===== src/rtl/fpadd_result_stage.sv =====
`default_nettype none
// ============================================================================
// Module   : fpadd_result_stage
// Purpose  : FP adder output stage. Selects the final IEEE double result from
//            the special-case decode and produces per-op and sticky flags
//            through a 2-deep valid/ready pipeline.
// Revision : 1.0  initial release
// ============================================================================
module fpadd_result_stage #(
    parameter logic [63:0] QNAN_CANON = 64'h7FF8000000000000
) (
    input  logic        clk,
    input  logic        reset,
    input  logic        in_valid,
    output logic        in_ready,
    input  logic [63:0] A,
    input  logic [63:0] B,
    input  logic [3:0]  Ztype,
    input  logic        Invalid,
    input  logic        Denorm,
    input  logic [63:0] Znorm,
    input  logic        Overflow,
    input  logic        Underflow,
    input  logic        Inexact,
    input  logic [1:0]  rm,
    output logic        out_valid,
    input  logic        out_ready,
    output logic [63:0] Z,
    output logic [4:0]  out_flags,
    input  logic        flags_clear,
    output logic [4:0]  sticky_flags
);

    localparam logic [63:0] c_NEG_INF  = 64'hFFF0000000000000;
    localparam logic [63:0] c_POS_INF  = 64'h7FF0000000000000;
    localparam logic [63:0] c_POS_ZERO = 64'h0000000000000000;
    localparam logic [63:0] c_NEG_ZERO = 64'h8000000000000000;
    localparam logic [63:0] c_QBIT     = 64'h0008000000000000;

    // Stage 1: registered operation inputs
    logic        r_s1_valid;
    logic [63:0] r_s1_a;
    logic [63:0] r_s1_b;
    logic [3:0]  r_s1_ztype;
    logic        r_s1_invalid;
    logic        r_s1_denorm;
    logic [63:0] r_s1_znorm;
    logic        r_s1_ovf;
    logic        r_s1_unf;
    logic        r_s1_inx;
    logic [1:0]  r_s1_rm;

    // Stage 2: output register
    logic        r_s2_valid;
    logic [63:0] r_z;
    logic [4:0]  r_flags;
    logic [4:0]  r_sticky;

    logic        w_s1_load;
    logic        w_s2_load;
    logic        w_out_xfer;
    logic        w_a_nan;
    logic        w_b_nan;
    logic [63:0] w_z;
    logic [4:0]  w_flags;

    assign w_s2_load  = r_s1_valid & (~r_s2_valid | out_ready);
    assign in_ready   = ~r_s1_valid | w_s2_load;
    assign w_s1_load  = in_valid & in_ready;
    assign w_out_xfer = r_s2_valid & out_ready;

    always_ff @(posedge clk or posedge reset) begin
        if (reset) begin
            r_s1_valid   <= 1'b0;
            r_s1_a       <= '0;
            r_s1_b       <= '0;
            r_s1_ztype   <= '0;
            r_s1_invalid <= 1'b0;
            r_s1_denorm  <= 1'b0;
            r_s1_znorm   <= '0;
            r_s1_ovf     <= 1'b0;
            r_s1_unf     <= 1'b0;
            r_s1_inx     <= 1'b0;
            r_s1_rm      <= '0;
        end else if (w_s1_load) begin
            r_s1_valid   <= 1'b1;
            r_s1_a       <= A;
            r_s1_b       <= B;
            r_s1_ztype   <= Ztype;
            r_s1_invalid <= Invalid;
            r_s1_denorm  <= Denorm;
            r_s1_znorm   <= Znorm;
            r_s1_ovf     <= Overflow;
            r_s1_unf     <= Underflow;
            r_s1_inx     <= Inexact;
            r_s1_rm      <= rm;
        end else if (w_s2_load) begin
            r_s1_valid   <= 1'b0;
        end
    end

    assign w_a_nan = (&r_s1_a[62:52]) & (|r_s1_a[51:0]);
    assign w_b_nan = (&r_s1_b[62:52]) & (|r_s1_b[51:0]);

    always_comb begin
        w_z = r_s1_znorm;
        case (r_s1_ztype)
            4'b0001: begin
                // NaN propagation prefers A, and always returns a quiet NaN
                if (r_s1_invalid)  w_z = QNAN_CANON;
                else if (w_a_nan)  w_z = r_s1_a | c_QBIT;
                else if (w_b_nan)  w_z = r_s1_b | c_QBIT;
                else               w_z = QNAN_CANON;
            end
            4'b0010: w_z = c_NEG_INF;
            4'b0011: w_z = c_POS_INF;
            4'b0100: w_z = c_POS_ZERO;
            4'b0101: w_z = (r_s1_rm == 2'b11) ? c_NEG_ZERO : c_POS_ZERO;
            4'b0110: w_z = c_NEG_ZERO;
            default: w_z = r_s1_znorm;
        endcase
    end

    // Rounding flags only mean something on the normal datapath
    always_comb begin
        w_flags = {r_s1_invalid, 3'b000, r_s1_denorm};
        if (r_s1_ztype == 4'b0000) begin
            w_flags[3] = r_s1_ovf;
            w_flags[2] = r_s1_unf;
            w_flags[1] = r_s1_inx;
        end
    end

    always_ff @(posedge clk or posedge reset) begin
        if (reset) begin
            r_s2_valid <= 1'b0;
            r_z        <= '0;
            r_flags    <= '0;
        end else if (w_s2_load) begin
            r_s2_valid <= 1'b1;
            r_z        <= w_z;
            r_flags    <= w_flags;
        end else if (out_ready) begin
            r_s2_valid <= 1'b0;
        end
    end

    // A clear coinciding with a transfer keeps that transfer's flags
    always_ff @(posedge clk or posedge reset) begin
        if (reset) begin
            r_sticky <= '0;
        end else begin
            r_sticky <= (flags_clear ? 5'b00000 : r_sticky) |
                        (w_out_xfer  ? r_flags  : 5'b00000);
        end
    end

    assign out_valid    = r_s2_valid;
    assign Z            = r_z;
    assign out_flags    = r_flags;
    assign sticky_flags = r_sticky;

endmodule
`default_nettype wire

===== config.mk =====
export PLATFORM = sky130hd
export DESIGN_NAME = fpadd_result_stage
export DESIGN_NICKNAME = d
export VERILOG_FILES = /design/src/rtl/fpadd_result_stage.sv
export SDC_FILE = /design/constraint.sdc
export NUM_CORES = 1
export LEC_CHECK = 0
export BUFFER_PORTS_ARGS = -buffer_cell sky130_fd_sc_hd__buf_2
export CAP_MARGIN = 40
export CORE_MARGIN = 1.5
export CORE_UTILIZATION = 40
export CTS_CLUSTER_DIAMETER = 50
export DETAILED_ROUTE_END_ITERATION = 6
export SLEW_MARGIN = 20
export SYNTH_ARGS = -nofsm -noshare
export SYNTH_HDL_FRONTEND = slang
export SYNTH_SLANG_ARGS = --single-unit

===== constraint.sdc =====
create_clock -name clk -period 20.4 [get_ports clk]
set_clock_uncertainty 0.1 [all_clocks]
set_input_delay 0 -clock clk [delete_from_list [all_inputs] [get_ports clk]]
set_output_delay 0 -clock clk [all_outputs]
set_load 0.01 [all_outputs]

**Yosys cells after proc, flatten, opt, wreduce, memory -nomap -nowiden**

Index checks and enable logic that the tools add are counted.

- Register bits after elaboration: 279
- Input bits: 208
- Logic and storage cells: 51

- Eq/ne operators: 7
- Multiplexer cells: 12
- Bitwise operators: 10
- Reduce and logical (&&, ||, !) cells: 7

Operators by type and width:

| operator | count |
|---|---|
| 64-bit one-hot mux with 6 select lines | 1 |
| 64-bit 2-to-1 mux | 4 |
| 52-bit OR reduction | 2 |
| 11-bit AND reduction | 2 |
| 4-bit by 3-bit == test with 1-bit output, second input constant | 3 |
| 5-bit 2-to-1 mux | 2 |
| 4-bit by 2-bit == test with 1-bit output, second input constant | 2 |
| 1-bit bitwise AND | 5 |
| 5-bit bitwise OR | 1 |
| 4-bit by 1-bit == test with 1-bit output, second input constant | 1 |
| 4-bit logical NOT | 1 |
| 1-bit 2-to-1 mux | 4 |
| 2-bit nonzero test | 2 |
| 3-bit 2-to-1 mux | 1 |
| 2-bit == test, second input constant | 1 |
| 1-bit inverter | 2 |
| 1-bit bitwise OR | 2 |

**Logic depth before layout (Yosys ltp)**

Gate-level depths: netlist of run 1.

- Word-level depth: 6
- Mapped depth: 8

**Worst setup path before layout of run 1**

OpenSTA, ideal clock, no wires.

- Kind: register to register
- Start point: reg r_s1_ztype[2]
- End point: reg r_z[11], in the netlist Z[11]
- Setup time: 0.136 ns
- Arrival time: 1.789 ns
- Data required time: 20.164 ns
- Slack: 18.375 ns
- Stages on the path, launching flop included: 9
- Path buffers: 4
- Clock period less this slack: 2.025 ns
- Cells stage by stage: dfrtp_1 -> clkbuf_1 -> and3_1 -> or3_1 -> clkbuf_1 -> buf_2 -> buf_2 -> a221oi_1 -> a211oi_1

- Longest elaborated chain between the ends: 2
- Elaborated cells on any way between the ends: 7
- Classes of those cells: 6 x eq/ne; 1 x mux

RTL lines:

| what | line | text |
|---|---|---|
| from (decl) | 44 | `logic [3:0] r_s1_ztype;` |
| from (signal assigned) | 89 | `r_s1_ztype <= Ztype;` |
| 4-bit by 3-bit == test with 1-bit output, or another cell as far along | 107 | `case (r_s1_ztype)` |
| 64-bit one-hot mux with 6 select lines (*) | 107 |  |
| to (signal assigned) | 141 | `r_z <= w_z;` |
| to (decl) | 55 | `logic [63:0] r_z;` |

Mark *: on every way between the ends. The rest lies on a longest branch, timed or not.
A chain may end at the register's enable or synchronous reset.

**Worst setup path after layout of run 1**

- Start point: reg r_s1_a[44]
- End point: reg r_z[50], in the netlist Z[50]

- Longest elaborated chain between the ends: 5

RTL lines:

| what | line | text |
|---|---|---|
| from (decl) | 42 | `logic [63:0] r_s1_a;` |
| from (signal assigned) | 75 | `r_s1_a <= '0;` |
| from (signal assigned) | 87 | `r_s1_a <= A;` |
| 52-bit OR reduction | 102 | `assign w_a_nan = (&r_s1_a[62:52]) & (\|r_s1_a[51:0]);` |
| 1-bit bitwise AND | 102 |  |
| 64-bit 2-to-1 mux | 111 | `else if (w_a_nan) w_z = r_s1_a \| c_QBIT;` |
| 64-bit 2-to-1 mux | 110 | `if (r_s1_invalid) w_z = QNAN_CANON;` |
| 64-bit one-hot mux with 6 select lines | 107 |  |

Every way passes these cells.

==> results.cfg, run 1 <==
[timing]
relSlewSlack_pct = 39.9
post-route-period-util_pct = 16.0
finalHoldViolCount = 0
period_needed_ps = 3270
tightestPinTransition_ps = 901
fin_tns_setup_ps = 0
slew_violations = 0
setup_viol = 0
rsz0062_at_grt = no
max_freq_mhz = 306

[route]
firstDrtPassIters = 5
via_per_inst = 5.38
wl_per_cell_um = 20.0
wirelength_mm = 37.0
drc = 0
antenna_left = 0
vias = 9943
drt_iter0_drc = 703

[worst_setup_path]
crit_path_max_incr_delay_ps = 640
arrival_ps = 3580
cp_num_buf_inv = 1
crit-reg2reg-launch = r_s1_a[44]
cpMaxStageDelayCell = nor4_4
setup.worst_path.start = r_s1_a[44]
critPathLaunchType = flip-flop
required_ps = 20710
critPathMaxFanout = 42
crit_chain = nor4_1 > nand4_1 > nor4_4 > buf_4 > o211ai_1 > a211oi_1
criticalPathCategory = reg2reg
cpLargestDelayFamily = simple AND/OR/NAND/NOR gates
endpoint_kind = flip-flop

[floorplanning]
fp-row-count = 63
dieArea_sq_um = 31300
start_util_pct = 40.7
io_pins = 284
core_area_sq_um = 29700
dieWidth_um = 177
die_h_um = 177

[placed_design]
placed_area_sq_um = 13800
portBuffers = 283
routabilityCongestion = 0.800
dp_hpwl_mm = 22.5

[synthesis]
syn_area_sq_um = 12100
synth_commonest_cells = 279 x dfrtp_1, 203 x mux2_2, 56 x nor2_1
synth_top_area_cell = dfrtp_1
ys_warn_count = 0
synth_top_area_share_pct = 57.7
synthMostInstantiatedCell = dfrtp_1
synth_edf_count = 0
ys_seq_area_share_pct = 57.7
async_flop_share_pct = 100
synth-main-ff-cell = dfrtp_1
avgSynthCellArea_sq_um = 12.6
ys_ff_latch = 279
synth.net_count = 1170
yosysUniqueCellTypes = 35
synthCells = 962
ys_top_cells_by_area = dfrtp_1 58%, mux2_2 19%, a221oi_1 3.7%, a211oi_1 3.2%, o211ai_1 3.2%

[layout]
syn_to_final_growth_pct = 41.8
fillerInstances = 2434
register_area_sq_um = 6980
nNetsFinal = 1635
multi_input_area_sq_um = 4740
layout-drive-gt1-share_pct = 39.0
final_area_sq_um = 17200

[global_routing]
grt_pass1_vias = 10400
grt_util_met2_pct = 39.0
top_usage_layer = met2
antenna_found_initial = 4
gr-total-overflow = 0
grt_pass1_wl_mm = 57.8
use_met1_pct = 31.2
groute.usage.overall_pct = 23.7
grt_use_met3_pct = 4.25
grt_start_max_net_pins = 168

[outcome]
run_status = finished clean

[power]
swShare_pct = 27.7
power.internal_w = 0.00119
p_clk_share_pct = 38.0
peakVddDrop_mv = 0.0524
pwr-share-comb_pct = 18.4
cellPowerDensity_nw_per_um2 = 95.9
p_leak_nw = 7.48
p_switching_w = 0.000456
seq_power_share_pct = 43.6
power_w = 0.00164

[hold_path]
min_from = A[8]
hp-class = in2reg

[clock_tree]
clockRootBuffer = clkbuf_16
clk_pin_slew_ps = 60
cts_sinks = 279
numCtsBuffers = 36
clock_latency_ps = 520
post_cts_buffers = 0
cts_tree = built
cts.htree.levels = 2
clockBufferDepth = 3

[flow_run]
drv_cap = 0
path summary, 6_finish.rpt:
kind | to | cells past startpoint | slack, ps
setup / recovery | Z[50] | 6 | 17130
hold / removal | r_s1_a[8] | 3 | 150
setup reg to reg | Z[50] | 6 | 17130
hold reg to reg | out_flags[0] | 2 | 360
max in group asynchronous | r_s1_znorm[36] | 6 | 18250
min in group asynchronous | r_s1_a[52] | 4 | 390
final cells by class:
cell class	instances	area share (%)
Antenna cell	4	0.0584
Sequential cell	279	40.7
Tap cell	390	2.84
Inverter	6	0.175
Clock inverter	15	0.992
Multi-Input combinational cell	596	27.6
Clock buffer	50	5.86
Timing Repair Buffer	508	21.8
registers in the layout, summed over array words and instances (netlist names), 2 cells and up:
name          cells
r_s1_znorm       64
out_flags         5
sticky_flags      5
r_s1_ztype        4
r_s1_rm           2
Z                64
r_s1_a           64
r_s1_b           64
per-layer routing:
| layer | up-vias | wire, um |
|---|---|---|
| li1 | 4578 | - |
| met5 | - | 0 |
| met2 | 332 | 17700 |
| met4 | 0 | 1320 |
| met3 | 87 | 1960 |
| met1 | 4946 | 15900 |
through the flow:
step           util (%)  worst slack [ps]  cells  hold WS, ps
4_1_cts            57.6             17170   1842          114
6_report           57.7             17130   1848          147
5_1_grt            57.7             16930   1848          144
2_1_floorplan         -             12610    962        -3.55
3_5_place_dp       46.6             17200   1568          112
3_3_place_gp       46.2             17290   1563          108
layout by cell type (no fill, tap or decap), types with 3 or more instances in the layout:
| master | synthesis | layout |
|---|---|---|
| nand2_1 | 29 | 27 |
| nor3_1 | 4 | 3 |
| clkbuf_8 | 0 | 3 |
| bufinv_16 | 0 | 3 |
| nor2_1 | 56 | 56 |
| nand3_1 | 10 | 10 |
| inv_1 | 6 | 5 |
| buf_16 | 0 | 4 |
| clkinv_2 | 0 | 6 |
| buf_4 | 0 | 8 |
| nor4_1 | 25 | 25 |
| clkbuf_1 | 43 | 10 |
| a211oi_1 | 51 | 51 |
| mux2_2 | 203 | 203 |
| dlygate4sd3_1 | 0 | 210 |
| dfrtp_1 | 279 | 279 |
| nand4_1 | 9 | 9 |
| inv_6 | 0 | 4 |
| o211ai_1 | 51 | 51 |
| and3_1 | 3 | 3 |
| nand2b_1 | 5 | 4 |
| o21ai_0 | 31 | 31 |
| clkbuf_16 | 0 | 37 |
| a21oi_1 | 52 | 52 |
| diode_2 | 0 | 4 |
| a221oi_1 | 51 | 51 |
| buf_2 | 25 | 284 |
cells by family (layout without fill, tap and decap cells):
| logic type | count (synthesis) | count (layout) | synth area share (%) |
|---|---|---|---|
| AOI/OAI and AO/OA | 240 | 240 | 13.7 |
| buffers and inverters | 87 | 579 | 3.36 |
| DFF | 279 | 279 | 57.7 |
| muxes | 204 | 204 | 19.0 |
| other | 0 | 4 | 0 |
| and+or+nand+nor | 152 | 152 | 6.22 |
tightest hold or removal path, stage by stage:
cell and delay [ps]:
dlygate4sd3_1 510, buf_2 90, mux2_2 130
power groups by stage:
stage | sequential, W | combinational [W] | clock, W
floorplan | 0.000718 | 0.000158 | 0
global placement | 0.000722 | 0.000260 | 0
detailed placement | 0.000724 | 0.000270 | 0
CTS | 0.000716 | 0.000303 | 0.000638
global route | 0.000729 | 0.000331 | 0.000661
finish | 0.000717 | 0.000303 | 0.000625
timing repair:
item,CTS,global route
endpoints found under the setup margin,0,0
resized for setup,0,0
endpoints found under the hold margin,322,11
hold buffers,209,1
Power figures use the tool's default switching activity.
==> inputs of run 2 (changes only) <==
clock period = 3.25 ns   (was 20.4 ns; I/O delays follow)
==> results.cfg, run 2 (same netlist as run 1, synthesis figures left out) <==
[global_routing]
gr-total-overflow = 0
groute.usage.overall_pct = 23.3
grt_util_met2_pct = 38.9
grt_pass1_vias = 10200
grt_start_max_net_pins = 118
use_met1_pct = 30.4
antenna_found_initial = 1
grt_pass1_wl_mm = 56.5
top_usage_layer = met2
grt_use_met3_pct = 4.38

[timing]
period_needed_ps = 2660
max_freq_mhz = 376
setup_slack_ps = 590
relSlewSlack_pct = 52.8
slew_violations = 0
tightestPinTransition_ps = 707
holdWs_ps = 54.8
post-route-period-util_pct = 81.9
finalHoldViolCount = 0
rsz0062_at_grt = no
setup_viol = 0

[clock_tree]
clockBufferDepth = 3
cts_resized = 0
post_cts_buffers = 0
cts_tree = built
clock_latency_ps = 510
cts.htree.levels = 2
cts_sinks = 279
clockRootBuffer = clkbuf_16
cts-hold-fix-buffers = 209
clk_pin_slew_ps = 60
numCtsBuffers = 34

[layout]
syn_to_final_growth_pct = 41.2
register_area_sq_um = 6980
layout-drive-gt1-share_pct = 39.1
nNetsFinal = 1635
final_cell_mix = 283 x buf_2, 279 x dfrtp_1, 209 x dlygate4sd3_1
multi_input_area_sq_um = 4740
fillerInstances = 2424
final_common_cell = buf_2
final_core_util_pct = 57.5

[route]
vias = 9951
drt_iter0_drc = 638
wl_per_cell_um = 19.9
wirelength_mm = 36.6
via_per_inst = 5.41
firstDrtPassIters = 5
antenna_left = 0
drc = 0

[floorplanning]
fp-row-count = 63
io_pins = 284
core_area_sq_um = 29700
die_h_um = 177
dieArea_sq_um = 31300
start_util_pct = 40.7
dieWidth_um = 177

[power]
cellPowerDensity_nw_per_um2 = 594
power_w = 0.0101
p_leak_nw = 7.45
peakVddDrop_mv = 0.308

[worst_setup_path]
critPathLaunchType = flip-flop
criticalPathCategory = reg2reg
required_ps = 3550
arrival_ps = 2960
endpoint_kind = flip-flop
critPathMaxFanout = 39
reg2reg_depth = 6

[placed_design]
dp_hpwl_mm = 22.7
dp_worst_setup_slack_ps = 629
routabilityCongestion = 0.792
portBuffers = 283

[hold_path]
hp-class = in2async

[outcome]
run_status = finished clean

[flow_run]
drv_cap = 0
## run 2: layout make-up
type                       instances  share of cell area, %
clock inverter                     9                  0.637
clock buffer                      48                   5.83
inverter                           6                  0.154
sequential                       279                   40.9
antenna                            1                 0.0147
multi-input combinational        596                   27.7
tap                              390                   2.86
timing repair buffer             510                   21.9
## run 2: worst max-delay path, stage by stage (launching register included)
cell and delay, ps:
dfrtp_1 410, nor4_1 480, nand3_1 360, nor4_4 250
buf_4 480, o211ai_1 170, a211oi_1 280
## run 2: path summary, 6_finish.rpt
check	startpoint	to	slack, ps
worst max-delay path	r_s1_a[27]	Z[36]	590
min in group clk	A[8]	r_s1_a[8]	160
worst min register to register	Z[56]	Z[56]	380
max in group asynchronous	reset	r_s1_znorm[16]	1950
worst min-delay path	reset	Z[56]	50
worst max register to register	r_s1_a[27]	Z[36]	590
## run 2: through the flow
stage / std cells / TNS [ps] / area, sq um
2_1_floorplan: 962 / -151590 / 12100
3_3_place_gp: 1570 / 0 / 13800
3_5_place_dp: 1572 / 0 / 13900
4_1_cts: 1838 / 0 / 17100
5_1_grt: 1838 / 0 / 17100
6_report: 1839 / 0 / 17100
## run 2: metal layers
metal	routed length [um]	share of wire, %
met1	15900	43
met3	2040	5.6
met4	806	2.2
met5	0	0
met2	17800	49
## run 2: power breakdown
group / switching [W] / internal, W
sequential: 0.000441 / 0.00406
clock: 0.00146 / 0.00229
combinational: 0.000905 / 0.000986
